### src/rtl/vga_box_painter_pkg.sv
// rtl/vga_box_painter_pkg.sv - shared VGA timing constants and box colour table
package vga_box_painter_pkg;

    localparam int H_ACTIVE_DEF = 640;
    localparam int V_ACTIVE_DEF = 480;
    localparam int BOX_SIZE_DEF = 32;
    localparam int STEP_DEF     = 2;

    localparam logic [23:0] RGB_RED    = 24'hFF_00_00;
    localparam logic [23:0] RGB_GREEN  = 24'h00_FF_00;
    localparam logic [23:0] RGB_BLUE   = 24'h00_00_FF;
    localparam logic [23:0] RGB_PINK   = 24'hF4_C9_BC;
    localparam logic [23:0] RGB_PURPLE = 24'h76_0F_D4;
    localparam logic [23:0] RGB_WHITE  = 24'hFF_FF_FF;

    // Anything that is not exactly one-hot paints white.
    function automatic logic [23:0] decode_colour(input logic [4:0] sw);
        case (sw)
            5'b10000: decode_colour = RGB_RED;
            5'b01000: decode_colour = RGB_GREEN;
            5'b00100: decode_colour = RGB_BLUE;
            5'b00010: decode_colour = RGB_PINK;
            5'b00001: decode_colour = RGB_PURPLE;
            default:  decode_colour = RGB_WHITE;
        endcase
    endfunction

endpackage

### src/rtl/vga_bounce_axis.sv
// rtl/vga_bounce_axis.sv - one axis of the bouncing box: position register and direction flop
module vga_bounce_axis
    import vga_box_painter_pkg::*;
#(
    parameter int LIMIT = H_ACTIVE_DEF,
    parameter int SIZE  = BOX_SIZE_DEF,
    parameter int STEP  = STEP_DEF
) (
    input  logic       clk,
    input  logic       reset,
    input  logic       tick,
    input  logic       pause,
    output logic [9:0] pos,
    output logic       dir
);

    localparam logic [9:0] POS_MAX  = 10'(LIMIT - SIZE);
    localparam logic [9:0] POS_TURN = 10'(LIMIT - SIZE - STEP);
    localparam logic [9:0] STEP_W   = 10'(STEP);

    logic [9:0] pos_q, pos_d;
    logic       dir_q, dir_d;

    // dir = 1 moves towards LIMIT; edges clamp so the unsigned position never wraps.
    always_comb begin
        pos_d = pos_q;
        dir_d = dir_q;
        if (tick && !pause) begin
            if (dir_q) begin
                if (pos_q >= POS_TURN) begin
                    pos_d = POS_MAX;
                    dir_d = 1'b0;
                end else begin
                    pos_d = pos_q + STEP_W;
                end
            end else begin
                if (pos_q <= STEP_W) begin
                    pos_d = '0;
                    dir_d = 1'b1;
                end else begin
                    pos_d = pos_q - STEP_W;
                end
            end
        end
    end

    always_ff @(posedge clk or posedge reset) begin
        if (reset) begin
            pos_q <= '0;
            dir_q <= 1'b1;
        end else begin
            pos_q <= pos_d;
            dir_q <= dir_d;
        end
    end

    assign pos = pos_q;
    assign dir = dir_q;

endmodule

### src/rtl/vga_box_painter.sv
// rtl/vga_box_painter.sv - paints a bouncing solid box over black for the VGA output stage
module vga_box_painter
    import vga_box_painter_pkg::*;
#(
    parameter int H_ACTIVE = H_ACTIVE_DEF,
    parameter int V_ACTIVE = V_ACTIVE_DEF,
    parameter int BOX_SIZE = BOX_SIZE_DEF,
    parameter int STEP     = STEP_DEF
) (
    input  logic       VGA_CLK,
    input  logic       Reset,
    input  logic [9:0] hor_counter,
    input  logic [9:0] ver_counter,
    input  logic [4:0] Sw,
    input  logic       Pause,
    output logic [7:0] Red,
    output logic [7:0] Green,
    output logic [7:0] Blue
);

    localparam logic [9:0]  H_ACT_W = 10'(H_ACTIVE);
    localparam logic [9:0]  V_ACT_W = 10'(V_ACTIVE);
    localparam logic [10:0] SIZE_W  = 11'(BOX_SIZE);

    logic [9:0]  box_x, box_y;
    logic        unused_dir_x, unused_dir_y;
    logic        tick;
    logic        active, inbox;
    logic [4:0]  sw_q, sw_d;
    logic [23:0] rgb_q, rgb_d;

    // First blanking line start: all frame state moves here so a frame never tears.
    assign tick = (ver_counter == V_ACT_W) && (hor_counter == 10'd0);

    vga_bounce_axis #(.LIMIT(H_ACTIVE), .SIZE(BOX_SIZE), .STEP(STEP)) u_axis_x (
        .clk   (VGA_CLK),
        .reset (Reset),
        .tick  (tick),
        .pause (Pause),
        .pos   (box_x),
        .dir   (unused_dir_x)
    );

    vga_bounce_axis #(.LIMIT(V_ACTIVE), .SIZE(BOX_SIZE), .STEP(STEP)) u_axis_y (
        .clk   (VGA_CLK),
        .reset (Reset),
        .tick  (tick),
        .pause (Pause),
        .pos   (box_y),
        .dir   (unused_dir_y)
    );

    always_comb begin
        sw_d   = tick ? Sw : sw_q;
        active = (hor_counter < H_ACT_W) && (ver_counter < V_ACT_W);
        inbox  = (hor_counter >= box_x) && ({1'b0, hor_counter} < ({1'b0, box_x} + SIZE_W)) &&
                 (ver_counter >= box_y) && ({1'b0, ver_counter} < ({1'b0, box_y} + SIZE_W));
        rgb_d  = (active && inbox) ? decode_colour(sw_q) : 24'd0;
    end

    always_ff @(posedge VGA_CLK or posedge Reset) begin
        if (Reset) begin
            sw_q  <= '0;
            rgb_q <= '0;
        end else begin
            sw_q  <= sw_d;
            rgb_q <= rgb_d;
        end
    end

    assign Red   = rgb_q[23:16];
    assign Green = rgb_q[15:8];
    assign Blue  = rgb_q[7:0];

endmodule
### config.mk
export PLATFORM = sky130hd
export DESIGN_NAME = vga_box_painter
export DESIGN_NICKNAME = d
export VERILOG_FILES = /design/src/rtl/vga_box_painter_pkg.sv /design/src/rtl/vga_bounce_axis.sv /design/src/rtl/vga_box_painter.sv
export SDC_FILE = /design/constraint.sdc
export NUM_CORES = 1
export LEC_CHECK = 0
export ABC_AREA = 1
export ABC_CLOCK_PERIOD_IN_PS = 6300
export CELL_PAD_IN_SITES_DETAIL_PLACEMENT = 0
export CELL_PAD_IN_SITES_GLOBAL_PLACEMENT = 2
export CORE_UTILIZATION = 33
export DETAILED_ROUTE_END_ITERATION = 10
export PLACE_DENSITY = 0.91
export REMOVE_ABC_BUFFERS = 1
export SKIP_CTS_REPAIR_TIMING = 1
export SYNTH_ARGS = -nofsm -noshare
export SYNTH_HDL_FRONTEND = slang
export SYNTH_HIERARCHICAL = 1
export SYNTH_SLANG_ARGS = --single-unit
### constraint.sdc
create_clock -name VGA_CLK -period 6.3 [get_ports VGA_CLK]
set_clock_uncertainty 0.2 [all_clocks]
set_input_delay 1.575 -clock VGA_CLK [delete_from_list [all_inputs] [get_ports VGA_CLK]]
set_output_delay 1.575 -clock VGA_CLK [all_outputs]
set_load 0.02 [all_outputs]
=== Word-level counts from Yosys, hierarchy flattened ===
Cells that the tools add are included.

* Flip-flop bits (word level): 51
* Input bits: 28
* Output and inout bits: 24
* Logic and storage cells: 51

* Add/subtract/negate cells: 6
* Order comparisons: 10
* Equality and inequality tests: 6
* Mux-type cells: 14
* Reductions and logical operators: 9

{| class="wikitable"
|+ Operators by type and width
! cell !! number
|-
| $pmux W24 S5 || 1
|-
| $mux W10 || 6
|-
| $mux W24 || 1
|-
| $add A10 B6 Y11 const B || 2
|-
| $lt A10 B11 Y1 || 2
|-
| $add A10 B2 Y10 const B || 2
|-
| $ge A10 B10 Y1 || 2
|-
| $le A10 B2 Y1 const B || 2
|-
| $sub A10 B2 Y10 const B || 2
|-
| $eq A10 B9 Y1 const B || 1
|-
| $ge A10 B10 Y1 const B || 1
|-
| $ge A10 B9 Y1 const B || 1
|-
| $logic_not A10 Y1 || 1
|-
| $lt A10 B10 Y1 const B || 1
|-
| $lt A10 B9 Y1 const B || 1
|-
| $logic_and A1 B1 Y1 || 7
|-
| $mux W1 || 6
|-
| $eq A5 B1 Y1 const B || 1
|-
| $eq A5 B2 Y1 const B || 1
|-
| $eq A5 B3 Y1 const B || 1
|-
| $eq A5 B4 Y1 const B || 1
|-
| $eq A5 B5 Y1 const B || 1
|-
| $logic_not A1 Y1 || 1
|}

=== Depth between registers and ports, before layout ===
* Depth in word-level cells: 7
* Depth in mapped cells: 13
* Mapped depth without buffers: 12

=== By module ===
The synthesis kept the hierarchy.

{| class="wikitable"
|+ By module, submodules not included
! module !! instances !! cells an instance !! area each (um2) !! seq. area each (um2)
|-
| vga_box_painter || 1 || 280 || 1,901.8 || 425.4
|-
| vga_bounce_axis at u_axis_x || 1 || 154 || 984.7 || 251.5
|-
| vga_bounce_axis at u_axis_y || 1 || 135 || 879.6 || 251.5
|}

=== Worst setup path before layout ===
OpenSTA, ideal clock, no wires.

* Kind: input port to flip-flop
* Start: in hor_counter[8]
* End: reg u_axis_y.pos_q[7] (netlist: u_axis_y/pos[7])
* Setup time: 0.067 ns
* Arrival time: 3.097 ns
* Required time: 6.033 ns
* Setup slack: 2.936 ns
* Stages on the path: 11
* Path buffers: 1
* Cells stage by stage: or2_1 -> nor4_1 -> nand3_1 -> inv_2 -> inv_1 -> nor2_2 -> inv_2 -> buf_2 -> nor2_1 -> nand2_1 -> nand3_2

* Cells in the longest elaborated chain, start to end: 3

{| class="wikitable"
|+ Ends and longest elaborated chain
! item !! RTL line !! text
|-
| start: declaration || vga_box_painter.sv:12 || <nowiki>input logic [9:0] hor_counter,</nowiki>
|-
| $logic_not A10 Y1 || vga_box_painter.sv:33 || <nowiki>assign tick = (ver_counter == V_ACT_W) && (hor_counter == 10'd0);</nowiki>
|-
| $logic_and A1 B1 Y1 || vga_box_painter.sv:33 ||
|-
| via tick || vga_box_painter.sv:27 || <nowiki>logic tick;</nowiki>
|-
| $logic_and A1 B1 Y1 || vga_bounce_axis.sv:28 || <nowiki>if (tick && !pause) begin</nowiki>
|-
| end signal: assignment || vga_bounce_axis.sv:52 || <nowiki>pos_q <= pos_d;</nowiki>
|-
| end: declaration || vga_bounce_axis.sv:21 || <nowiki>logic [9:0] pos_q, pos_d;</nowiki>
|}

The timed path passes the listed nets, and every way through them passes these cells.
A chain may end at the register's enable or synchronous reset.

=== Final worst setup path ===
Same ends and word-level chain as after synthesis.

==> impl_metrics.tcl <==
set metrics [dict create \
    multi_input_area_um2 2342 \
    yosysSeqAreaShare 0.2465 \
    fp.dieH_um 108.8 \
    startpoint_type "primary input" \
    synthAdderAreaFrac 0.1262 \
    critPathSlowestCell "clkdlybuf4s50_1" \
    dr_total_vias 3452 \
    portBuffers 51 \
    synth_compound_area_frac 0.04551 \
    drv_cap 0 \
    critPathArrivalTime_ns 3.92 \
    synthArstFlopShare 1.000 \
    numCtsBuffers 5 \
    nNetsFinal 671 \
    synthXorXnorAreaFrac 0.04186 \
    yosysWarnings 6 \
    drt-total-wl_um 9215 \
    netlist_area_um2 3766 \
    synth.top_cell.area_share 0.2326 \
    grt_first_pass_wirelength_um 15740 \
    muxShareOfSynthArea 0 \
    dpl.cell_count 738 \
    rsz0062_at_grt "no" \
    drtPass1Iterations 4 \
    viasPerCell 4.627 \
    min_delay_path_depth 2 \
    p_switching_uw 125.3 \
    use_met3 0.02152 \
    gp_congestion 0.8061 \
    p_clk_frac 0.443 \
    combPwrFrac 0.126 \
    path_cells "clkdlybuf4s50_1 -> or2_1 -> nor4_1 -> nand3_1 -> inv_2 -> inv_1 -> nor2_2 -> inv_2 -> a21oi_1 -> nand2_1 -> nand2_1 -> nand3_2" \
    yosys.area_share.simple 0.4063 \
    synth_edf_count 0 \
    globalRouteOverflowTotal 0 \
    regArea_um2 928.4 \
    cpPeakStageDelay_ns 0.47 \
    crit_type "in2reg" \
    start_util 0.3429 \
    maxSlewHeadroom 0.5821 \
    syn_to_final_growth_pct 17.61 \
    end_kind "register" \
    p_int_uw 431.1 \
    ys_seq_elements 37 \
    clkTransAtPathRegs_ns 0.05 \
    yosys_most_used_dff "dfrtp_1" \
    holdWs_ns 0.3332 \
    grt_max_degree 18 \
    worst_pin_slew_ns 0.6261 \
    diodes 0 \
    yosysMostFrequentCell "nand2_1" \
    p_per_area_nw_per_um2 125.6 \
    synth_top_family_by_area "simple AND/OR/NAND/NOR gates" \
    final_cells 746 \
    cts.sinks 37 \
    clock_latency_ns 0.28 \
    drt_iter0_markers 158 \
    die_w_um 108.8 \
    hold_viol_final 0 \
    synth.area.top_cells "dfrtp_1, nand2_1, ha_1" \
    finalMaxSlewViolations 0 \
    crit_required_ns 6.27 \
    setup_viol 0 \
    drtAntennaViolNets 0 \
    fillers 1170 \
    cts_max_path_buffers 2 \
    grt.busiest_layer "met2" \
    fin_crit_sh 0.6279 \
    dieArea_um2 11840 \
    root_buffer "clkbuf_16" \
    synth_common_cells "nand2_1, inv_1, nand3_1, nor2_1, ha_1" \
    period_needed_ns 3.956 \
    syn-mean-instance-area_um2 6.619 \
    grt_use_total 0.1675 \
    antenna_found_initial 0 \
    p_leak_uw 0.002275 \
    yosysTopAreaCell "dfrtp_1" \
    hold_path_class "reg2reg" \
    gr-usage-met2 0.2871 \
    ff2ff_setup_slack_ns 3.69 \
    seq_power_share 0.430 \
    wl_per_cell_um 12.35 \
    status "finished clean" \
    pin_count 52 \
    final.setup.tns_ns 0 \
    use_met1 0.2278 \
    switching_share 0.2252 \
    reg2reg_depth 10 \
    cts_tree "built" \
    vdd_ir_drop_max_uv 88.06 \
    dp_hpwl_um 7447 \
    synth_cell_types 34 \
    max_freq_mhz 252.8 \
    htreeDepth 2 \
    cp_max_fo 13 \
    grt_pass1_vias 3325 \
    num_rows 38 \
    fp.coreArea_um2 10980 \
    post-route-util 0.4033 \
    synthCells 569 \
    drive_above_1_share 0.09076 \
    drc_errors 0 \
]
layer usage:
metal / routed length (µm) / vias up
met2: 4419 / 35
met4: 54 / 0
met1: 4527 / 1573
li1: - / 1838
met3: 213 / 6
met5: 0 / -
state kept, by name, indices dropped and copies added (netlist names):
register and cells:
u_axis_x/pos 9, rgb_q 12, u_axis_y/dir 1, u_axis_y/pos 9
u_axis_x/dir 1, sw_q 5
metrics by stage:
stage	total power (µW)	setup WS, ns	cell area [µm²]
after floorplan	280.0	2.940	3597
after global placement	313.8	2.143	4283
after detailed placement	314.4	2.060	4283
after CTS	561.9	2.348	4429
after global routing	582.0	2.077	4429
final	556.3	2.344	4429
power groups by stage:
stage	registers (µW)	clock network (µW)	logic [µW]
2_1_floorplan	246	0	33.8
3_3_place_gp	244	0	70.3
3_5_place_dp	244	0	70.8
4_1_cts	239	251	71.3
5_1_grt	239	262	81.0
6_report	239	247	70.3
worst max-delay path: cells and delay by family:
kind | cells | cell delay (ns)
compound gates | 1 | 0.15
buf+inv | 4 | 0.94
simple gates | 7 | 1.26
final cells by class:
cell class,count,area share
Clock buffer,8,0.03305
Sequential cell,37,0.2096
Tap cell,140,0.03955
Timing Repair Buffer,51,0.1153
Inverter,87,0.07373
Multi-Input combinational cell,423,0.5288
layout by cell type (no fill, tap or decap), drive strengths merged, types with 4 or more instances in the layout:
master and instances:
clkbuf 8, nor3 5, clkdlybuf4s50 51, nand3 56
nor2 75, nand4 6, o21ai 11, nand3b 7
clkinv 4, xor2 16, a21oi 15, nand2 182
dfrtp 35, ha 38, inv 83
cells by family after synthesis:
family,count (synthesis)
AND/OR/NAND/NOR,335
other,2
XOR/XNOR,18
adder cells (fa/ha/maj),38
buffers and inverters,109
flip-flops,37
AO/OA/AOI/OAI,30
worst paths after layout:
path	from	to
max	hor_counter[8]	u_axis_y/pos[7]
min	sw_q[0]	sw_q[0]
max reg2reg	u_axis_x/pos[6]	rgb_q[23]
min reg2reg	sw_q[0]	sw_q[0]
max in group asynchronous	Reset	sw_q[0]
min in group asynchronous	Reset	u_axis_x/pos[9]
Power figures use the tool's default switching activity.
